--- config.mk ---
export PLATFORM = sky130hd
export DESIGN_NAME = router_oport_arbiter
export DESIGN_NICKNAME = d
export VERILOG_FILES = /design/src/rtl/router_oport_arbiter.sv
export SDC_FILE = /design/constraint.sdc
export NUM_CORES = 1
export LEC_CHECK = 0
export CELL_PAD_IN_SITES_DETAIL_PLACEMENT = 1
export CELL_PAD_IN_SITES_GLOBAL_PLACEMENT = 1
export CORE_MARGIN = 1.5
export CORE_UTILIZATION = 45
export CTS_CLUSTER_DIAMETER = 80
export DETAILED_ROUTE_END_ITERATION = 6
export GPL_TIMING_DRIVEN = 0
export PLACE_DENSITY = 0.77
export REMOVE_ABC_BUFFERS = 1
export SLEW_MARGIN = 20
export SYNTH_ARGS = -nofsm -noshare
export SYNTH_HDL_FRONTEND = slang
export SYNTH_SLANG_ARGS = --single-unit
--- constraint.sdc ---
create_clock -name SystemClk -period 14.4 [get_ports SystemClk]
set_input_delay 4.32 -clock SystemClk [delete_from_list [all_inputs] [get_ports SystemClk]]
set_output_delay 4.32 -clock SystemClk [all_outputs]
set_load 0.02 [all_outputs]
--- src/rtl/router_oport_arbiter.sv ---
// Output-port arbiter for the 16-port serial router: snoops every input's serial header,
// round-robins among inputs addressed to PORT_ID, holds the grant for a whole packet.
// Define ROUTER_ARB_TIMEOUT_EN to build the grant watchdog (TIMEOUT cycles without payload).

module router_oport_in_fsm #(
  parameter int ADDR_W  = 4,
  parameter int PORT_ID = 0
) (
  input  logic SystemClk,
  input  logic reset_n,
  input  logic frame_n_i,
  input  logic valid_n_i,
  input  logic din_i,
  input  logic gnt_i,
  input  logic kill_i,
  output logic req_o,
  output logic err_o
);
  localparam int CW = $clog2(ADDR_W + 1);

  typedef enum logic [2:0] {IDLE, ADDR, REQ, DATA, FOREIGN} st_e;

  st_e               st_q;
  logic [ADDR_W-1:0] addr_q;
  logic [CW-1:0]     cnt_q;
  logic              fr_prev_q;
  logic [ADDR_W-1:0] addr_full;
  logic              last_bit;

  assign addr_full = addr_q | (ADDR_W'(din_i) << cnt_q);
  assign last_bit  = frame_n_i & ~valid_n_i;
  assign req_o     = (st_q == REQ);
  assign err_o     = ((st_q == ADDR) & frame_n_i) | ((st_q == REQ) & ~gnt_i & ~valid_n_i);

  // A packet only starts on a frame_n falling edge, so a frame already low
  // after reset or after a watchdog kill is ignored until it goes high.
  always_ff @(posedge SystemClk or negedge reset_n) begin
    if (!reset_n) begin
      st_q      <= IDLE;
      addr_q    <= '0;
      cnt_q     <= '0;
      fr_prev_q <= 1'b0;
    end else begin
      fr_prev_q <= frame_n_i;
      if (kill_i) st_q <= IDLE;
      else begin
        case (st_q)
          IDLE: if (!frame_n_i && fr_prev_q) begin
            addr_q <= ADDR_W'(din_i);
            cnt_q  <= CW'(1);
            if (ADDR_W == 1) st_q <= (ADDR_W'(din_i) == ADDR_W'(PORT_ID)) ? REQ : FOREIGN;
            else             st_q <= ADDR;
          end
          ADDR: if (frame_n_i) st_q <= IDLE;
          else begin
            addr_q <= addr_full;
            cnt_q  <= cnt_q + 1'b1;
            if (cnt_q == CW'(ADDR_W - 1))
              st_q <= (addr_full == ADDR_W'(PORT_ID)) ? REQ : FOREIGN;
          end
          REQ:     if (gnt_i) st_q <= last_bit ? IDLE : DATA;
          DATA:    if (last_bit) st_q <= IDLE;
          FOREIGN: if (last_bit) st_q <= IDLE;
          default: st_q <= IDLE;
        endcase
      end
    end
  end
endmodule

module router_oport_arbiter #(
  parameter int NUM_IN  = 16,
  parameter int ADDR_W  = 4,
  parameter int PORT_ID = 0,
  parameter int TIMEOUT = 64
) (
  input  logic              SystemClk,
  input  logic              reset_n,
  input  logic [NUM_IN-1:0] frame_n,
  input  logic [NUM_IN-1:0] valid_n,
  input  logic [NUM_IN-1:0] din,
  output logic [NUM_IN-1:0] busy_n,
  output logic [NUM_IN-1:0] gnt,
  output logic [ADDR_W-1:0] gnt_id,
  output logic              gnt_vld,
  output logic              proto_err,
  output logic              timeout
);
  logic [NUM_IN-1:0] req, err, req_m, kill;
  logic [NUM_IN-1:0] gnt_q, gnt_d, busy_n_q, busy_n_d;
  logic [ADDR_W-1:0] gnt_id_q, gnt_id_d, ptr_q, ptr_d, win_id;
  logic              gnt_vld_q, gnt_vld_d, proto_err_q;
  logic              win_found, release_w, force_rel, arb_go;

  for (genvar i = 0; i < NUM_IN; i++) begin : g_lane
    router_oport_in_fsm #(.ADDR_W(ADDR_W), .PORT_ID(PORT_ID)) u_lane (
      .SystemClk (SystemClk),
      .reset_n   (reset_n),
      .frame_n_i (frame_n[i]),
      .valid_n_i (valid_n[i]),
      .din_i     (din[i]),
      .gnt_i     (gnt_q[i]),
      .kill_i    (kill[i]),
      .req_o     (req[i]),
      .err_o     (err[i])
    );
  end

  assign release_w = gnt_vld_q & frame_n[gnt_id_q] & ~valid_n[gnt_id_q];
  assign kill      = force_rel ? gnt_q : '0;
  assign req_m     = req & ~gnt_q;
  // Release and re-grant share one edge; a watchdog release leaves one idle cycle.
  assign arb_go    = (~gnt_vld_q | release_w) & ~force_rel & (|req_m);

  always_comb begin
    win_found = 1'b0;
    win_id    = '0;
    for (int off = 0; off < NUM_IN; off++) begin
      if (!win_found && req_m[(int'(ptr_q) + off) % NUM_IN]) begin
        win_found = 1'b1;
        win_id    = ADDR_W'((int'(ptr_q) + off) % NUM_IN);
      end
    end
  end

  always_comb begin
    gnt_d     = gnt_q;
    gnt_id_d  = gnt_id_q;
    gnt_vld_d = gnt_vld_q;
    ptr_d     = ptr_q;
    if (release_w || force_rel) begin
      gnt_d     = '0;
      gnt_vld_d = 1'b0;
    end
    if (arb_go && win_found) begin
      gnt_d     = NUM_IN'(1) << win_id;
      gnt_id_d  = win_id;
      gnt_vld_d = 1'b1;
      ptr_d     = (win_id == ADDR_W'(NUM_IN - 1)) ? '0 : win_id + 1'b1;
    end
    busy_n_d = ~(req & ~gnt_d & ~kill);
  end

  always_ff @(posedge SystemClk or negedge reset_n) begin
    if (!reset_n) begin
      gnt_q       <= '0;
      gnt_id_q    <= '0;
      gnt_vld_q   <= 1'b0;
      ptr_q       <= '0;
      busy_n_q    <= '1;
      proto_err_q <= 1'b0;
    end else begin
      gnt_q       <= gnt_d;
      gnt_id_q    <= gnt_id_d;
      gnt_vld_q   <= gnt_vld_d;
      ptr_q       <= ptr_d;
      busy_n_q    <= busy_n_d;
      proto_err_q <= proto_err_q | (|err);
    end
  end

`ifdef ROUTER_ARB_TIMEOUT_EN
  localparam int TW = $clog2(TIMEOUT + 1);
  logic [TW-1:0] wd_q;
  logic          timeout_q;

  assign force_rel = gnt_vld_q & valid_n[gnt_id_q] & (wd_q == TW'(TIMEOUT - 1));

  always_ff @(posedge SystemClk or negedge reset_n) begin
    if (!reset_n) begin
      wd_q      <= '0;
      timeout_q <= 1'b0;
    end else begin
      if (!gnt_vld_q || !valid_n[gnt_id_q] || force_rel) wd_q <= '0;
      else                                                wd_q <= wd_q + 1'b1;
      timeout_q <= timeout_q | force_rel;
    end
  end
  assign timeout = timeout_q;
`else
  logic unused_timeout;
  assign unused_timeout = (TIMEOUT > 0);
  assign force_rel      = 1'b0;
  assign timeout        = 1'b0;
`endif

  assign gnt       = gnt_q;
  assign gnt_id    = gnt_id_q;
  assign gnt_vld   = gnt_vld_q;
  assign busy_n    = busy_n_q;
  assign proto_err = proto_err_q;
endmodule
==> results of run 1 <==
-- state kept, by name, indices dropped and copies added, names as in the netlist --
register                 count
g_lane.u_lane.cnt_q         48
g_lane.u_lane.st_q          48
busy_n                      16
g_lane.u_lane.fr_prev_q     16
gnt                         16
gnt_id                       4
ptr_q                        4
proto_err                    1
g_lane.u_lane.addr_q        64
gnt_vld                      1
-- worst max-delay path: stages --
cell	delay, ns
clkdlybuf4s50_1	0.58
nor2b_1	0.26
mux2_2	0.31
mux4_2	0.51
o211ai_1	0.71
nand2_1	0.24
o21ai_4	0.35
and2_1	0.84
nand2_1	0.16
o2111ai_1	0.19
-- through the flow --
| stage | TNS (ns) | std cells | cell area (um^2) | hold slack (ns) | worst slack [ns] |
|---|---|---|---|---|---|
| floorplan | 0 | 1485 | 13500 | 0.430 | 7.69 |
| global placement | -128.89 | 1968 | 14800 | 0.449 | -0.659 |
| detailed placement | 0 | 1970 | 14900 | 0.474 | 5.82 |
| CTS | 0 | 2020 | 15800 | 0.483 | 6.40 |
| global route | 0 | 2020 | 15800 | 0.523 | 6.14 |
| finish | 0 | 2020 | 15800 | 0.475 | 6.36 |
-- routing by layer --
metal  global-route usage, %  wire (um)  up-vias  part of all wire, %
li1                        -          -     5861                    -
met5                       0         13        -                0.030
met2                    43.9      19900      300                   46
met1                    37.4      19500     6249                   45
met4                    10.5       1640        2                  3.8
met3                    4.30       2060       94                  4.8
-- kinds of logic after synthesis --
group,synth area share (%)
buf+inv,4.65
compound gates,21.6
fa+ha+maj,3.60
simple gates,24.1
flops,39.4
other cells,0.0270
xor+xnor,0.819
mux,5.79
-- worst max path at each step --
stage	cells after the start	end	slack [ns]
3_5_place_dp	10	busy_n[8]	5.82
5_1_grt	11	busy_n[8]	6.14
3_3_place_gp	1	g_lane[1].u_lane.cnt_q[0]	-0.66
2_1_floorplan	9	busy_n[8]	7.69
6_report	10	busy_n[8]	6.36
4_1_cts	10	busy_n[3]	6.40
-- layout by cell type, fill, tap and decap left out, types with 11 or more instances in the layout --
master             n
nand3_1           23
clkdlybuf4s50_1   86
a22o_1            29
or3_1             15
nor4_1            20
a211oi_1          16
nor3b_1           13
ha_1              40
o22ai_1           36
nand2b_1          31
inv_1             57
mux4_2            20
nand4_1           13
or4b_1            14
clkbuf_16         27
o31ai_1           14
nor2b_1           38
dfrtp_1          202
a221o_1           12
and2_1            21
nor4b_1           11
mux2i_1           23
nor2_1           234
a22oi_1           15
o21ai_0           63
a21oi_1           82
nand2_1          154
dfstp_2           16
nor3_1            39
a31oi_1           40
-- power groups by stage --
stage / clock network [mW] / logic (mW) / registers (mW)
detailed placement: 0 / 2.57 / 1.16
CTS: 0.674 / 2.59 / 1.15
floorplan: 0 / 1.79 / 1.09
finish: 0.657 / 2.62 / 1.16
global route: 0.698 / 2.87 / 1.20
global placement: 0 / 2.49 / 1.15
-- area by class of cell --
type,instances,area [um^2],area share (%)
inverter,58,218,1.38
multi-input combinational,1209,7790,49.4
timing repair buffer,89,931,5.90
clock inverter,8,58.8,0.373
sequential,218,5480,34.7
tap,396,495,3.14
clock buffer,42,802,5.08
-- synth_stat cells, drive strengths merged (8+ instances only) --
cell      n
nand4    14
clkbuf   35
dfstp    16
a22oi    16
a21oi    83
mux2     11
nor2b    38
or3      15
buf      49
mux2i    23
nor2    234
o31ai    14
inv      57
nor3b    13
a41oi     8
ha       40
a211oi   17
o22a      8
a221o    12
o21ai    67
or4b     17
or2      12
a22o     29
dfrtp   202
a221oi   11
mux4     20
a32o      8
nor4     21
o22ai    36
nor4b    12
nand2b   31
nor3     43
o211ai   10
nand3    24
and2     21
nand2   155
a31oi    40
==> impl.org, run 1 <==
** Outcome
- The flow ran to the end, and the final reports show no timing, DRC or antenna violations.

** Cells and area
- Share of post-route cells with drive strength above 1 :: under 10%
- Layout Nets :: around 1700
- Compared with the post-synthesis result, the final layout area differs by 13.5%.
- Cells fill roughly 52% of the core in the end.
- The repair_antennas step left the layout with diodes totalling 0.
- Number of fillers in the final layout :: about 3500

** Floorplan
- Initial standard-cell utilization of the core :: roughly 46%
- Standard-cell rows :: 64
- Die W :: approximately 180 um
- DIE AREA :: 31900 um^2
- After floorplanning, the core was sized to cover between 30000 and 40000 um^2.
- I/O Pins :: 89
- Die height :: about 180 um

** Placement
- Routability-driven placement finished with a final weighted congestion of about 0.97.
- Port Buffer Count :: 87
- Half-perimeter wire length after placement :: around 32000 um

** Min path
- Hold WC Path Type :: flop to flop
- The worst hold path passes through 2 cells.
- Hold Path Origin :: g_lane[7].u_lane.addr_q[3]
- For hold timing, the worst endpoint is g_lane[7].u_lane.addr_q[3].

** Power
- Internal cell power :: between 2 and 2.5 mW
- Combinational cell fraction of total power :: 59.1%
- The clock network accounts for between 10 and 15% of the total power.
- The analysis attributes to cell leakage a power of 6.59 nW.
- Proportion of power drawn by flip-flops and latches :: around a quarter
- IR analysis of the VDD net gives a maximum drop of around 0.23 mV.
- Total net switching power :: roughly 2.3 mW
- PD cells :: between 200 and 300 nW/um^2
- Sw frac :: between 50% and 60%
- After layout, the design draws a total of 4.44 mW.

** Synth
- Count of distinct cell types in the synthesized netlist :: roughly 90
- The synthesized design devotes to its leading area cell type a little over a third of total area.
- In the synthesized netlist the async set-or-reset flop fraction comes to 100%.
- Cell accounting for the most synthesized area :: dfrtp_1
- After synthesis the cells add up to 13900 um^2.
- Primary FF master, synth :: dfrtp_1
- Share of synthesized area occupied by flip-flops and latches :: between 30% and 40%
- Counting every instance in the synthesized netlist gives between 1500 and 2000.
- The synthesized design contains 0 enable-type register cells.
- After synthesis the netlist holds a flip-flop and latch count of between 200 and 250.
- By area the synthesized netlist is led by dfrtp_1 (36%), nor2_1 (6.3%), nand2_1 (4.2%), ha_1 (3.6%), mux4_2 (3.2%).
- A synthesized cell averages between 8 and 9 um^2.
- During synthesis, Yosys emitted a total of 0 warnings.

** Route
- Ratio of routed vias to standard cells :: 6.19
- # DRC :: 0
- In the final routed layout, each cell accounts on average for ~21 um.
- Total via count in the routed design :: approximately 13000
- Count of antenna-violating nets left after detailed routing :: 0
- Before antenna repair, the detailed router went through 5 iterations.
- Sum of routed wire length over all layers :: approximately 43000 um
- DRC violation total after the first TritonRoute iteration :: 786

** GRT
- Global-route wire length before repair :: just under 70000 um
- The number of global-route vias before repair is roughly 13000.
- Initial antenna violation count :: 1
- Summed over all layers, the global routing overflow is 0.
- Entering global routing, the biggest net connects 87 pins.
- In the global route stage, overall resource usage came out at between 20 and 30%.

** CTS
- Counting every sink on the clock net gives 218.
- Setup bufs post-CTS :: 0
- Post_cts resized :: 0
- Clock buffer depth :: 3
- Hold-fix buffers at CTS :: 0
- Clock latency on the worst-skew pair, taken at its later pin, is 0.56 ns.
- Clock tree from TritonCTS :: yes
- CTS placed an instance of clkbuf_16 at the clock tree root.
- Clock edge transition at the registers on the reported setup and hold paths :: 0.06 ns
- H-tree levels :: 1
- TritonCTS buffer count :: 27

** Setup path
- In this run the worst setup path begins at frame_n[1].
- For the worst setup path, the data required time is 14.85 ns.
- STA classifies the critical path endpoint as a flop.
- Startpoint kind of the worst setup timing path :: primary input
- Number of cells on the worst reg-to-reg path :: 17
- Of all nets on the critical path, the largest fanout is 26.
- Critical path start-end classification :: primary input to flop
- The worst register-to-register path begins at ptr_q[1].
- STA puts the critical path data arrival time at 8.49 ns.
- In this run the critical register-to-register path is captured at busy_n[7].
- Reg-to-reg slack, setup :: ~7.6 ns

** Timing
- Setup clock skew after layout :: about 0.013 ns
- Final worst-path cycle share :: approximately 56%
- Setup repair after global routing left no endpoint under its margin.
- Fmax :: between 100 and 150 MHz
- At the pin with the least slew margin, the transition time is about 1.1 ns.
- Final max-slew violation count :: 0
- Setup violations remaining at the end of the flow were counted as 0.
- The worst path needs approximately 8.0 ns of the cycle, external delays included.
- Final number of hold-violating endpoints :: 0
- Max transition margin :: a little over a quarter

** Run
- Maximum capacitance violations :: 0
Note: power is estimated with default switching activity, not from simulation.
==> run 2, diff against run 1 <==
==> constraint.sdc (replaced) <==
create_clock -name SystemClk -period 7.67 [get_ports SystemClk]
set_input_delay 2.301 -clock SystemClk [delete_from_list [all_inputs] [get_ports SystemClk]]
set_output_delay 2.301 -clock SystemClk [all_outputs]
set_load 0.02 [all_outputs]
==> results of run 2 <==
Same layout as run 1 (identical final DEF). Status: completed.
Main changes from that run: setup slack after placement 5.82 ns -> 0.690 ns; setup slack after layout 6.36 ns -> 0.826 ns; start point of the critical path frame_n[1] -> ptr_q[1]; end point of the critical path busy_n[8] -> busy_n[7]; register-to-register setup slack 7.56 ns -> 0.83 ns; total power 4.44 mW -> 8.33 mW; worst IR drop on VDD 0.234 mV -> 0.440 mV
==> run 3, diff against run 2 <==
--- a/config.mk
+++ b/config.mk
@@ -9,6 +9,7 @@
 export CELL_PAD_IN_SITES_GLOBAL_PLACEMENT = 1
 export CORE_MARGIN = 1.5
 export CORE_UTILIZATION = 45
+export CTS_BUF_LIST = sky130_fd_sc_hd__clkbuf_8
 export CTS_CLUSTER_DIAMETER = 80
 export DETAILED_ROUTE_END_ITERATION = 6
 export GPL_TIMING_DRIVEN = 0
==> impl.org, run 3 (synthesized netlist as in run 1, its figures left out) <==
** Outcome
- Outcome :: completed

** Cells and area
- Most used cells in the layout excluding fill and tap cells :: nor2_1 (234), dfrtp_1 (202), nand2_1 (154)
- Most frequent standard cell in the layout excluding fill and tap cells :: nor2_1
- More flip-flops sit in one register than any other, and that register is g_lane.u_lane.addr_q.
- Share of post-route cells with drive strength above 1 :: 9.52% (+1.4 points)
- Max FFs per register :: 64 (unchanged)
- Final non-filler cell total :: 2045 (+1.2%)
- Registers with the highest flip-flop counts :: g_lane.u_lane.addr_q: 64 flops, g_lane.u_lane.cnt_q: 48 flops, g_lane.u_lane.st_q: 48 flops
- The count of inserted antenna diode cells was 0 (unchanged).
- The number of fill cells came to 3535 (+0.77%).
- The area of combinational cells with multiple inputs was 7790 um^2 (unchanged).
- The area taken by flip-flops and latches is 5480 um^2 (unchanged).
- The area growth from synthesis to layout is 13.9%.
- Layout Nets :: 1707 (+0.83%)

** Setup path
- STA classifies the critical path endpoint as a flop.
- The worst setup path is of the flop to flop kind.
- STA puts the critical path data required time at slightly above 8 ns.
- The startpoint identified for the worst register-to-register timing path is ptr_q[1].
- Across all register-to-register paths, the minimum setup slack is 0.86 ns.
- The worst setup path is launched from a flop.
- The endpoint identified for the worst register-to-register timing path is busy_n[7].
- The number of cells traversed by the worst register-to-register path was 17 (unchanged).
- In this run the worst path has a maximum fanout of 16.
- Worst EP arrival :: roughly 7.3 ns

** Timing
- Total setup violations reported at the end of the flow :: 0 (unchanged)
- The routed design could run at a clock period as short as a little under 7 ns.
- For this run, the top clock speed supported by timing is 147 MHz.
- The sum of negative setup slack came to 0 ns (unchanged).
- The setup clock skew after layout was 0.0175 ns (+0.00458 ns).
- Final max-slew violation count :: 0 (unchanged)
- The worst hold-check slack is 0.475 ns (+0.000542 ns).
- The actual slew at the worst max-slew pin was 1.15 ns (+0.0614 ns).
- Final number of hold-violating endpoints :: 0 (unchanged)
- Max transition margin :: 22.1% (-5.0 points)
- Of the available clock period, the critical path in the final layout requires about nine tenths.
- Setup repair after global routing missed its margin :: false

** Placement
- Half-perimeter wire length after placement :: 32100 um (unchanged)
- Number of cells in the design after placement :: 1970 (unchanged)
- Port Buffer Count :: 87 (unchanged)
- The final weighted congestion in routability-driven placement was 0.967 (unchanged).

** Power
- Combinational cell fraction of total power :: 59.0% (about the same)
- Total power consumption of the routed design :: approximately 8.3 mW
- Internal cell power :: 4.07 mW
- Leak :: 6.68 nW (+1.2%)
- Sw frac :: between 50 and 60%
- The sequential share of power came to 26.1% (about the same).
- IR analysis of the VDD net gives a maximum drop of between 0.4 and 0.5 mV.
- Clock Power Share :: 15.0% (+0.2 points)
- For this design the total switching power over the nets is between 4 and 5 mW.
- PD cells :: roughly 530 nW/um^2

** Route
- The average wire length per cell after detail routing was 21.0 um (-1.5%).
- # DRC :: 0 (unchanged)
- DRC violation total after the first TritonRoute iteration :: 752 (-4.3%)
- The post-route antenna net violation count was 0 (unchanged).
- The via density per instance was 6.16 (-0.53%).
- Total via count in the routed design :: 12594 (+0.70%)
- Iteration count of the initial detailed-routing pass :: 5 (unchanged)
- The wire length after detailed routing is 42900 um (-0.25%).

** CTS
- Clock buffer depth :: 3 (unchanged)
- The clock latency reported for the late side of the worst-skew pair is 0.57 ns (about the same).
- TritonCTS built the clock tree.
- The number of buffers inserted for hold repair after clock tree synthesis is 0 (unchanged).
- The clock-pin slew on the worst setup and hold paths is 0.06 ns (about the same).
- The number of post-CTS setup repair buffers is 0 (unchanged).
- The TritonCTS sink count was 218 (unchanged).
- Post_cts resized :: 0 (unchanged)
- The H-tree depth is 2 (+1).
- The tree is rooted in a clkbuf_8.
- The CTS buffer count is 41 (+52%).

** Floorplan
- Die W :: 179 um (unchanged)
- Standard-cell rows :: 64 (unchanged)
- Core Footprint :: 30500 um^2 (unchanged)
- DIE AREA :: 31900 um^2 (unchanged)
- The starting density of the core was 45.6% (unchanged).
- The chip height was 179 um (unchanged).
- The I/O pin count is 89 (unchanged).

** Min path
- The tightest min-delay check is of the flop to flop type.
- Hold Path Depth :: 2 (unchanged)
- For hold timing, the worst endpoint is g_lane[7].u_lane.addr_q[3].
- In this run the most critical hold path is launched from g_lane[7].u_lane.addr_q[3].

** GRT
- Initial antenna violation count :: 1 (unchanged)
- Largest net degree at the start of global routing :: 87 (unchanged)
- Via count of the first global-routing pass :: 12768 (+1.0%)
- The first-pass GRT wire length is 69100 um (about the same).
- The sum of overflow across all layers after global routing is 0 (unchanged).
- The global-route total usage across every layer was 27.6% (+0.14 points).

** Run
- The max-cap violation count was 0 (unchanged).
-- run 3: worst max-delay path by stage --
| stage | cells past startpoint | from | slack (ns) | endpoint |
|---|---|---|---|---|
| detailed placement | 17 | ptr_q[1] | 0.69 | busy_n[7] |
| global route | 17 | ptr_q[1] | 0.34 | busy_n[7] |
| finish | 17 | ptr_q[1] | 0.86 | busy_n[7] |
| CTS | 17 | ptr_q[1] | 0.69 | busy_n[7] |
| floorplan | 17 | ptr_q[1] | 2.45 | busy_n[7] |
| global placement | 1 | reset_n | -5.37 | g_lane[1].u_lane.cnt_q[0] |
-- run 3: worst max-delay path, cell delays in order, from the launching register on --
cell and delay [ns]:
dfrtp_1 0.73, clkinv_1 0.55, ha_1 0.68, nand2b_1 0.39, o22ai_1 0.18, a221oi_1 0.60, o22ai_1 0.38, nor3_1 0.55
and3_4 0.31, or2b_2 0.37, o32a_1 0.21, a21oi_2 0.55, inv_1 0.11, ha_1 0.27, inv_1 0.07, nor2_1 0.04
a32o_1 0.24, or4b_1 0.47
-- run 3: cell type report --
class                      count  share of cell area, %
clock buffer                  55                   4.78
sequential                   218                   34.6
multi-input combinational   1209                   49.2
inverter                      58                   1.38
timing repair buffer          89                   5.88
clock inverter                20                   1.00
tap                          396                   3.13
-- run 3: through the flow --
step	area (um^2)	setup WS (ns)	util [%]
after global routing	15800	0.335	51.9
final	15800	0.857	51.9
after global placement	14800	-5.37	48.6
after floorplan	13500	2.45	-
after detailed placement	14900	0.690	48.8
after CTS	15800	0.685	51.8
-- run 3: power groups by stage --
| stage | registers [mW] | logic, mW | clock network [mW] |
|---|---|---|---|
| after floorplan | 2.05 | 3.37 | 0 |
| final | 2.17 | 4.92 | 1.25 |
| after CTS | 2.16 | 4.86 | 1.28 |
| after global routing | 2.26 | 5.38 | 1.34 |
| after detailed placement | 2.17 | 4.82 | 0 |
| after global placement | 2.15 | 4.68 | 0 |
-- run 3: layer usage --
metal / up-vias / GRT usage, % / routed length (um)
li1: 5902 / - / -
met1: 6284 / 37.2 / 19000
met2: 309 / 42.9 / 19700
met3: 97 / 5.24 / 2530
met4: 2 / 12.7 / 1710
met5: - / 0 / 13
